$ cat src/rtl/instr_encoder_if.sv
// Instruction encoder bus: mnemonic-level fields with a valid/ready handshake
// on the way in, and the instruction memory write port on the way out.
// The master side is the producer (program loader or bench). The slave side
// is the encoder.
interface instr_encoder_if #(
   parameter int ADDR_W = 8
);

   // Field handshake
   logic              in_valid;
   logic              in_ready;
   logic [3:0]        op_sel;
   logic [4:0]        rs;
   logic [4:0]        rt;
   logic [4:0]        rd;
   logic [5:0]        funct;
   logic [15:0]       imm;
   logic [25:0]       target;

   // Instruction memory write port
   logic              imem_we;
   logic [ADDR_W-1:0] imem_addr;
   logic [31:0]       imem_wdata;

   modport master (
      output in_valid,
      output op_sel,
      output rs,
      output rt,
      output rd,
      output funct,
      output imm,
      output target,
      input  in_ready,
      input  imem_we,
      input  imem_addr,
      input  imem_wdata
   );

   modport slave (
      input  in_valid,
      input  op_sel,
      input  rs,
      input  rt,
      input  rd,
      input  funct,
      input  imm,
      input  target,
      output in_ready,
      output imem_we,
      output imem_addr,
      output imem_wdata
   );

endinterface

$ cat src/rtl/instr_encoder.sv
// Sequential instruction encoder: the inverse of the core's decode stage.
// It takes one set of mnemonic fields per handshake and packs them into a
// 32-bit word using the core's opcode map. It then writes the word into
// instruction memory at an address that auto-increments and wraps.
// Once DEPTH words have been written, the block parks in FULL until clear or reset.
module instr_encoder #(
   parameter int ADDR_W    = 8,
   parameter int DEPTH     = 256,
   parameter int BASE_ADDR = 0
) (
   input  logic              clk,
   input  logic              reset,
   input  logic              clear,
   instr_encoder_if.slave    bus,
   output logic [ADDR_W:0]   words_written,
   output logic              full,
   output logic              err,
   output logic              err_sticky
);

   // Mnemonic selector codes on op_sel
   localparam logic [3:0] SEL_R     = 4'd0;
   localparam logic [3:0] SEL_LW    = 4'd1;
   localparam logic [3:0] SEL_SW    = 4'd2;
   localparam logic [3:0] SEL_BEQ   = 4'd3;
   localparam logic [3:0] SEL_BNE   = 4'd4;
   localparam logic [3:0] SEL_ADDI  = 4'd5;
   localparam logic [3:0] SEL_ADDIU = 4'd6;
   localparam logic [3:0] SEL_ANDI  = 4'd7;
   localparam logic [3:0] SEL_ORI   = 4'd8;
   localparam logic [3:0] SEL_ANDIU = 4'd9;
   localparam logic [3:0] SEL_ORIU  = 4'd10;
   localparam logic [3:0] SEL_SLTIU = 4'd12;
   localparam logic [3:0] SEL_J     = 4'd13;

   // Core opcode map (bits [31:26] of the instruction word)
   localparam logic [5:0] OPC_R     = 6'b000000;
   localparam logic [5:0] OPC_LW    = 6'b100011;
   localparam logic [5:0] OPC_SW    = 6'b101011;
   localparam logic [5:0] OPC_BEQ   = 6'b000100;
   localparam logic [5:0] OPC_BNE   = 6'b000101;
   localparam logic [5:0] OPC_ADDI  = 6'b001000;
   localparam logic [5:0] OPC_ADDIU = 6'b001001;
   localparam logic [5:0] OPC_ANDI  = 6'b100101;
   localparam logic [5:0] OPC_ORI   = 6'b100111;
   localparam logic [5:0] OPC_ANDIU = 6'b100100;
   localparam logic [5:0] OPC_ORIU  = 6'b100110;
   localparam logic [5:0] OPC_SLTIU = 6'b100010;
   localparam logic [5:0] OPC_J     = 6'b000001;

   localparam logic [ADDR_W-1:0] BASE      = BASE_ADDR[ADDR_W-1:0];
   localparam logic [ADDR_W-1:0] ADDR_STEP = {{(ADDR_W-1){1'b0}}, 1'b1};
   localparam logic [ADDR_W:0]   CNT_STEP  = {{ADDR_W{1'b0}}, 1'b1};
   localparam logic [ADDR_W:0]   DEPTH_CNT = DEPTH[ADDR_W:0];

   typedef enum logic [1:0] {
      S_IDLE,
      S_WRITE,
      S_ERR,
      S_FULL
   } state_t;

   state_t            state;
   logic              in_ready_q;
   logic              we_q;
   logic              err_q;
   logic              err_sticky_q;
   logic              full_q;
   logic [ADDR_W-1:0] addr_q;
   logic [31:0]       wdata_q;
   logic [ADDR_W:0]   count_q;

   logic [31:0]       enc_word;
   logic              enc_legal;
   logic              accept;
   logic [ADDR_W:0]   count_next;

   // Pack the current fields into an instruction word and flag selectors with
   // no usable opcode. SLTI (11) is rejected because its opcode collides with
   // LW, and decode always resolves that opcode as LW. 14 and 15 are unused.
   always_comb begin
      enc_word  = 32'h0000_0000;
      enc_legal = 1'b1;
      case (bus.op_sel)
         SEL_R:     enc_word = {OPC_R, bus.rs, bus.rt, bus.rd, 5'b00000, bus.funct};
         SEL_LW:    enc_word = {OPC_LW,    bus.rs, bus.rt, bus.imm};
         SEL_SW:    enc_word = {OPC_SW,    bus.rs, bus.rt, bus.imm};
         SEL_BEQ:   enc_word = {OPC_BEQ,   bus.rs, bus.rt, bus.imm};
         SEL_BNE:   enc_word = {OPC_BNE,   bus.rs, bus.rt, bus.imm};
         SEL_ADDI:  enc_word = {OPC_ADDI,  bus.rs, bus.rt, bus.imm};
         SEL_ADDIU: enc_word = {OPC_ADDIU, bus.rs, bus.rt, bus.imm};
         SEL_ANDI:  enc_word = {OPC_ANDI,  bus.rs, bus.rt, bus.imm};
         SEL_ORI:   enc_word = {OPC_ORI,   bus.rs, bus.rt, bus.imm};
         SEL_ANDIU: enc_word = {OPC_ANDIU, bus.rs, bus.rt, bus.imm};
         SEL_ORIU:  enc_word = {OPC_ORIU,  bus.rs, bus.rt, bus.imm};
         SEL_SLTIU: enc_word = {OPC_SLTIU, bus.rs, bus.rt, bus.imm};
         SEL_J:     enc_word = {OPC_J, bus.target};
         default:   enc_legal = 1'b0;
      endcase
   end

   // A handshake completes only in IDLE with ready high. A simultaneous clear
   // wins, so fields offered alongside clear are not taken.
   assign accept     = bus.in_valid && in_ready_q && (state == S_IDLE) && !clear;
   assign count_next = count_q + CNT_STEP;

   // Main control FSM. All outputs are registered here. Clear restarts the
   // image from BASE and takes priority over every state and over the handshake.
   always_ff @(posedge clk or posedge reset) begin
      if (reset) begin
         state        <= S_IDLE;
         in_ready_q   <= 1'b1;
         we_q         <= 1'b0;
         err_q        <= 1'b0;
         err_sticky_q <= 1'b0;
         full_q       <= 1'b0;
         addr_q       <= BASE;
         wdata_q      <= 32'h0000_0000;
         count_q      <= '0;
      end else if (clear) begin
         state        <= S_IDLE;
         in_ready_q   <= 1'b1;
         we_q         <= 1'b0;
         err_q        <= 1'b0;
         err_sticky_q <= 1'b0;
         full_q       <= 1'b0;
         addr_q       <= BASE;
         count_q      <= '0;
      end else begin
         case (state)
            S_IDLE: begin
               if (accept) begin
                  in_ready_q <= 1'b0;
                  if (enc_legal) begin
                     wdata_q <= enc_word;
                     we_q    <= 1'b1;
                     state   <= S_WRITE;
                  end else begin
                     err_q        <= 1'b1;
                     err_sticky_q <= 1'b1;
                     state        <= S_ERR;
                  end
               end
            end
            S_WRITE: begin
               we_q    <= 1'b0;
               addr_q  <= addr_q + ADDR_STEP;
               count_q <= count_next;
               if (count_next == DEPTH_CNT) begin
                  full_q     <= 1'b1;
                  in_ready_q <= 1'b0;
                  state      <= S_FULL;
               end else begin
                  in_ready_q <= 1'b1;
                  state      <= S_IDLE;
               end
            end
            S_ERR: begin
               err_q      <= 1'b0;
               in_ready_q <= 1'b1;
               state      <= S_IDLE;
            end
            S_FULL: begin
               in_ready_q <= 1'b0;
               full_q     <= 1'b1;
            end
            default: begin
               state      <= S_IDLE;
               in_ready_q <= 1'b1;
               we_q       <= 1'b0;
               err_q      <= 1'b0;
            end
         endcase
      end
   end

   // The write strobe and error pulse are masked by clear during their own
   // cycle. A restart therefore never lets memory or the error logic see an
   // action that the restart is about to discard.
   assign bus.in_ready   = in_ready_q;
   assign bus.imem_we    = we_q && !clear;
   assign bus.imem_addr  = addr_q;
   assign bus.imem_wdata = wdata_q;
   assign words_written  = count_q;
   assign full           = full_q;
   assign err            = err_q && !clear;
   assign err_sticky     = err_sticky_q;

endmodule

$ cat src/flat_wrapper.sv
// flat-port wrapper written by rule: the top's interface ports become plain ports
module instr_encoder_flat 
#(
   parameter int ADDR_W    = 8,
   parameter int DEPTH     = 256,
   parameter int BASE_ADDR = 0
)
  (clk, reset, clear, words_written, full, err, err_sticky, bus_in_valid, bus_op_sel, bus_rs, bus_rt, bus_rd, bus_funct, bus_imm, bus_target, bus_in_ready, bus_imem_we, bus_imem_addr, bus_imem_wdata);
  instr_encoder_if #(.ADDR_W(ADDR_W)) bus_i ();
  input  logic clk;
  input  logic reset;
  input  logic clear;
  output logic [ADDR_W:0] words_written;
  output logic full;
  output logic err;
  output logic err_sticky;
  input wire logic [$bits(bus_i.in_valid)-1:0] bus_in_valid;
  input wire logic [$bits(bus_i.op_sel)-1:0] bus_op_sel;
  input wire logic [$bits(bus_i.rs)-1:0] bus_rs;
  input wire logic [$bits(bus_i.rt)-1:0] bus_rt;
  input wire logic [$bits(bus_i.rd)-1:0] bus_rd;
  input wire logic [$bits(bus_i.funct)-1:0] bus_funct;
  input wire logic [$bits(bus_i.imm)-1:0] bus_imm;
  input wire logic [$bits(bus_i.target)-1:0] bus_target;
  output wire logic [$bits(bus_i.in_ready)-1:0] bus_in_ready;
  output wire logic [$bits(bus_i.imem_we)-1:0] bus_imem_we;
  output wire logic [$bits(bus_i.imem_addr)-1:0] bus_imem_addr;
  output wire logic [$bits(bus_i.imem_wdata)-1:0] bus_imem_wdata;
  assign bus_i.in_valid = bus_in_valid;
  assign bus_i.op_sel = bus_op_sel;
  assign bus_i.rs = bus_rs;
  assign bus_i.rt = bus_rt;
  assign bus_i.rd = bus_rd;
  assign bus_i.funct = bus_funct;
  assign bus_i.imm = bus_imm;
  assign bus_i.target = bus_target;
  assign bus_in_ready = bus_i.in_ready;
  assign bus_imem_we = bus_i.imem_we;
  assign bus_imem_addr = bus_i.imem_addr;
  assign bus_imem_wdata = bus_i.imem_wdata;
  instr_encoder #(.ADDR_W(ADDR_W), .DEPTH(DEPTH), .BASE_ADDR(BASE_ADDR)) u_core (.clk(clk), .reset(reset), .clear(clear), .bus(bus_i), .words_written(words_written), .full(full), .err(err), .err_sticky(err_sticky));
endmodule
$ cat config.mk
export PLATFORM = sky130hd
export DESIGN_NAME = instr_encoder_flat
export DESIGN_NICKNAME = d
export VERILOG_FILES = /design/src/rtl/instr_encoder_if.sv /design/src/rtl/instr_encoder.sv /design/src/flat_wrapper.sv
export SDC_FILE = /design/constraint.sdc
export NUM_CORES = 1
export LEC_CHECK = 0
export BUFFER_PORTS_ARGS = -buffer_cell sky130_fd_sc_hd__buf_2
export CAP_MARGIN = 20
export CORE_MARGIN = 3
export CORE_UTILIZATION = 30
export CTS_CLUSTER_DIAMETER = 40
export DETAILED_ROUTE_END_ITERATION = 12
export HOLD_SLACK_MARGIN = 0.03
export SETUP_SLACK_MARGIN = 0.1
export SLEW_MARGIN = 10
export SYNTH_ARGS = -nofsm -noshare
export SYNTH_HDL_FRONTEND = slang
export SYNTH_SLANG_ARGS = --single-unit
$ cat constraint.sdc
create_clock -name clk -period 3.4 [get_ports clk]
set_input_delay 0.34 -clock clk [delete_from_list [all_inputs] [get_ports clk]]
set_output_delay 0.34 -clock clk [all_outputs]
set_load 0.02 [all_outputs]
==> run metrics, run 1 <==
status completed; Internal 1.49 mW; NumNets Final 513; post-CTS setup buffer count 0; RSZ-0062 raised after global routing false; Overflow after GRT 0; Critical Path End Type flip-flop; first-pass GRT wire length 13400 um; Worst Setup SP u_core.state[0]; average wire per standard cell approximately 15 um; core box area around 9800 um2; fmax 472 MHz; switching share of power 40.6%; R2R depth 7; number of global-route vias before repair between 2000 and 3000; peak per-stage delay on the critical path about 0.62 ns; setup_tns 0 ns; post-synthesis compound-gate area fraction 22.0%; CTS tree done; Final Util 39.2%; Pwr Total 2.50 mW; Hold/Removal Path Class in -> async; # rows 36; Peak VDD IR 0.259 mV; Initial Util 31.1%; number of remaining DRC errors 0; commonest non-fill, non-tap cell in the layout buf_2; Die H 107 um; number of gates resized after cts 0; Seq pwr share between 40% and 50%; CP arrival roughly 2.3 ns; Slew Limit Fails 0; ys flop type dfrtp_1; proportion of synthesized area in mux cells less than 1%; Worst-path clk slew 0.10 ns; clock network fraction of total power a little under a fifth; Antenna Cells 0; final setup vio count 0; DIE AREA between 10000 and 15000 um2; via count ~2900; LEAKAGE approximately 1.9 nW; commonest non-fill, non-tap cells in the layout buf_2, dfrtp_1, nand2_1; Mapped Area 3060 um2; Post-synth ARST share 100%; Worst setup SP type flip-flop; NetSw between 1 and 1.5 mW; Tmin final roughly 2.1 ns; r2r endpoint u_core.bus.imem_wdata[29]; initial antenna violation count 0; Pre-antenna DRT Iters 8; register area share after synthesis between 40% and 50%; Cell variety after synth 56; htree depth 2; Final ANT Viol Nets 0; fin worst setup slack 1.28 ns; Final Hold Fails 0; Comb power frac about two fifths; root buf cell clkbuf_8; Worst setup endpoint u_core.bus.imem_wdata[29]; worst reg2reg startpoint u_core.state[0]; Mapped Cells between 300 and 400; Bufs on Longest Clock Path 2; largest family of logic cells by synthesized area compound AO/OA/AOI/OAI gates; #FFs+latches synth 55; Synth warnings 0; DRT iter0 DRCs 198; relative slew slack between 30% and 40%; CP cell instances inv_1 > ha_1 > inv_2 > or3_1 > a31o_1 > a32oi_1 > o21ai_1; RePlAce Congestion 0.753; Layout Skew 0.0129 ns; WL final a little over 8000 um; Avg Cell Area, Syn 9.46 um2; slew of the pin with the lowest slew margin 0.962 ns; # clock sinks 55; critical path's slowest cell or3_1; Final Cycle Share 62.3%; share of post-route cells with drive strength above 1 a little over a third; CTS buffer count 5; CP Max Fanout 15; post-synthesis adder-cell area fraction 2.87%; simple-gate share of the synthesized area between 20% and 30%; synth-to-layout area growth 25.8%; Post-synth EDFFs 0; xor/xnor cell area share of the yosys netlist 2.87%; pre-CTS setup slack 1.25 ns; WP data required 3.59 ns; detailed placement HPWL 6300 um; I/O pin total 125; R2R setup slack 1.28 ns; largest net degree at the start of global routing 43; Vias/cell 5.04; Power Density 651 nW/um2; Clock Latency Late Sink 0.31 ns; port bufs about 120; MaxCap Viol Count 0; gr usage total around 14%; Setup CP Type reg -> reg; # hold bufs at CTS 0; chip width approximately 110 um; Syn Nets around 400
synthesized netlist by cell type (all sizes together), types with 3 or more instances:
master | n | area (um2)
nor2 | 17 | 63.8
clkbuf | 4 | 15.0
nor3 | 6 | 46.3
a22oi | 15 | 113
a22o | 3 | 26.3
nand3 | 7 | 40.0
nand2 | 47 | 179
o21ai | 44 | 220
nand4 | 6 | 52.6
buf | 18 | 125
ha | 7 | 87.6
a21oi | 17 | 88.8
nor4 | 5 | 73.8
or3 | 10 | 63.8
xor2 | 8 | 70.1
dfrtp | 54 | 1350
mux2i | 3 | 30.0
a222oi | 11 | 110
nand2b | 3 | 18.8
inv | 9 | 33.8
how the worst min path moves through the flow:
stage / cells past startpoint / to / slack, ns / start
after floorplan: 2 / u_core.we_q / 0.51 / u_core.we_q
after global placement: 2 / u_core.bus.imem_wdata[18] / 0.47 / u_core.bus.imem_wdata[18]
after detailed placement: 2 / u_core.bus.imem_wdata[19] / 0.47 / u_core.bus.imem_wdata[19]
after CTS: 2 / u_core.bus.imem_wdata[16] / 0.23 / reset
after global routing: 2 / u_core.bus.imem_wdata[16] / 0.27 / reset
final: 2 / u_core.bus.imem_wdata[16] / 0.20 / reset
routing by layer:
metal | vias up | track usage, % | part of all wire [%]
li1 | 1407 | - | -
met1 | 1391 | 20.3 | 44
met2 | 66 | 23.3 | 51
met3 | 5 | 1.81 | 4.1
met4 | 0 | 4.38 | 1.1
met5 | - | 0 | 0
sequential cells by signal, summed over array words and instances, names as in the netlist, 2 cells and up:
| signal | count |
|---|---|
| u_core.bus.imem_addr | 8 |
| u_core.bus.imem_wdata | 31 |
| u_core.state | 2 |
| u_core.words_written | 9 |
final cells by class:
type / count / area [um2]
inverter: 9 / 33.8
tap: 133 / 166
fill: 1052 / 5970
sequential: 55 / 1380
timing repair buffer: 127 / 646
multi-input combinational: 237 / 1510
clock buffer: 6 / 82.6
clock inverter: 2 / 35.0
power by group through the flow:
stage	registers, mW	logic [mW]	clock network, mW
floorplan	1.25	0.460	0
global placement	1.01	1.05	0
detailed placement	1.02	1.07	0
CTS	1.00	1.07	0.478
global route	1.03	1.16	0.500
finish	1.00	1.05	0.456
kinds of logic after synthesis:
kind of cell               Yosys count
muxes                                3
adders and majority gates            7
other                                1
buffers and inverters               31
DFF                                 55
and+or+nand+nor                    112
xor gates and xnor gates            10
AOI/OAI and AO/OA                  104
through the flow:
step | area (um2) | std cells | hold slack [ns]
finish | 3850 | 569 | 0.201
global route | 3850 | 569 | 0.273
CTS | 3850 | 569 | 0.232
detailed placement | 3730 | 561 | 0.470
global placement | 3730 | 561 | 0.465
floorplan | 3060 | 323 | 0.507
worst max-delay path: cells and delay by family (launching register included):
| kind | cells | cell delay, ns |
|---|---|---|
| AO/OA/AOI/OAI | 3 | 0.51 |
| adder cells (fa/ha/maj) | 1 | 0.26 |
| buffers and inverters | 2 | 0.18 |
| flip-flops | 1 | 0.43 |
| AND/OR/NAND/NOR | 1 | 0.62 |
Note: power is estimated with default switching activity, not from simulation.
==> run 2, diff against run 1 <==
clock period = 2 ns   (was 3.4 ns; I/O delays follow)
==> run metrics, run 2 (synthesis gave the netlist of run 1 again) <==
chip width 107 um; Antenna Cells 0; area of the multi-input gates approximately 1500 um2; Slew Limit Fails 0; final setup vio count 0; CTS buffer count 5; switching share of power 40.0%; relative slew slack 35.5%; Fill cells 1005; setup_tns 0 ns; NumNets Final between 500 and 600; number of global-route vias before repair 2661; Seq pwr share 39.2%; peak per-stage delay on the critical path 0.43 ns; Final ANT Viol Nets 0; Final Cell Area 3970 um2; WP data required 2.19 ns; Peak VDD IR roughly 0.47 mV; # rows 36; initial antenna violation count 0; R2R setup slack 0.26 ns; root buf cell clkbuf_8; average wire per standard cell 14.1 um; detailed placement HPWL ~6200 um; Layout Skew 0.00573 ns; WL final 8150 um; Clock Latency Late Sink approximately 0.30 ns; clock network fraction of total power 16.9%; placed inst area about 3800 um2; CP arrival 1.93 ns; Final Cycle Share just under 90%; NetSw 1.73 mW; CP cell instances inv_1 > ha_1 > inv_2 > or3_4 > a31o_1 > a32oi_1 > o21ai_1; DRT iter0 DRCs approximately 250; pre-CTS setup slack between 0.15 and 0.2 ns; Die H ~110 um; via count 2831; status completed; Comb power frac between 40% and 50%; port bufs 123; gr usage total 14.4%; slew of the pin with the lowest slew margin between 0.9 and 1 ns; R2R depth 7; Critical Path End Type flip-flop; commonest non-fill, non-tap cells in the layout buf_2, dfrtp_1, nand2_1; core box area 9820 um2; fmax 575 MHz; Worst-path clk slew around 0.10 ns; MaxCap Viol Count 0; Bufs on Longest Clock Path 2; synth-to-layout area growth 29.8%; placed cells 567; largest net degree at the start of global routing 43; # clock sinks 55; RSZ-0062 raised after global routing false; max reg flops 31; first-pass GRT wire length approximately 13000 um; htree depth 2; Initial Util ~31%; Final Hold Fails 0; Overflow after GRT 0; Hold/Removal Path Class in -> reg; Pre-antenna DRT Iters 5; DIE AREA ~11000 um2; Power Density 1090 nW/um2; Setup CP Type reg -> reg; Worst setup SP type flip-flop; I/O pin total 125; RePlAce Congestion 0.814; LEAKAGE 1.93 nW; Internal between 2 and 3 mW; hold path depth 3; number of remaining DRC errors 0; Tmin final 1.74 ns; commonest non-fill, non-tap cell in the layout buf_2; fin worst setup slack roughly 0.26 ns; CTS tree done; Vias/cell about 4.9; critical path's slowest cell dfrtp_1; share of post-route cells with drive strength above 1 36.9%; Non-Filler Instances 580; register area roughly 1400 um2; CP Max Fanout 6
-- run 2: routing by layer --
metal	vias to the layer above	global-route usage (%)	wire (um)
met2	62	23.3	3950
met4	0	4.29	112
li1	1416	-	-
met5	-	0	0
met1	1346	20.1	3760
met3	7	2.05	330
-- run 2: critical path, delay by kind of cell (launching register included) --
| kind | cells | cell delay [ns] |
|---|---|---|
| AO/OA/AOI/OAI | 3 | 0.44 |
| adder cells (fa/ha/maj) | 1 | 0.19 |
| buffers and inverters | 2 | 0.16 |
| flip-flops | 1 | 0.43 |
| AND/OR/NAND/NOR | 1 | 0.41 |
-- run 2: timing repair --
item / 4_1_cts / 5_1_grt
endpoints found under the setup margin: 0 / 10
resized for setup: 0 / 6
buffers inserted: 0 / 4
hold buffers: 1 / 0
endpoints found under the hold margin: 26 / 0
-- run 2: through the flow --
step | hold WS [ns] | util (%) | power (mW)
2_1_floorplan | 0.384 | - | 2.91
3_3_place_gp | 0.307 | 38.7 | 3.56
3_5_place_dp | 0.314 | 38.7 | 3.59
4_1_cts | 0.155 | 39.9 | 4.34
5_1_grt | 0.156 | 40.4 | 4.66
6_report | 0.169 | 40.4 | 4.31
-- run 2: worst paths after layout --
kind	start	to
max in group asynchronous	reset	u_core.bus.in_ready
worst max register to register	u_core.state[0]	u_core.bus.imem_wdata[29]
worst min-delay path	bus_target[10]	u_core.bus.imem_wdata[10]
min in group asynchronous	reset	u_core.bus.imem_wdata[18]
worst max-delay path	u_core.state[0]	u_core.bus.imem_wdata[29]
worst min register to register	u_core.bus.imem_wdata[7]	u_core.bus.imem_wdata[7]
-- run 2: power by group through the flow --
| stage | logic (mW) | clock network, mW | registers, mW |
|---|---|---|---|
| 2_1_floorplan | 0.782 | 0 | 2.13 |
| 3_3_place_gp | 1.85 | 0 | 1.71 |
| 3_5_place_dp | 1.87 | 0 | 1.72 |
| 4_1_cts | 1.87 | 0.766 | 1.70 |
| 5_1_grt | 2.10 | 0.818 | 1.74 |
| 6_report | 1.90 | 0.727 | 1.69 |
-- run 2: layout make-up --
cell class / instances / area share [%]
clock inverter: 1 / 0.757
inverter: 9 / 0.852
timing repair buffer: 138 / 19.1
sequential: 55 / 34.8
multi-input combinational: 237 / 38.4
clock buffer: 7 / 1.92
tap: 133 / 4.20
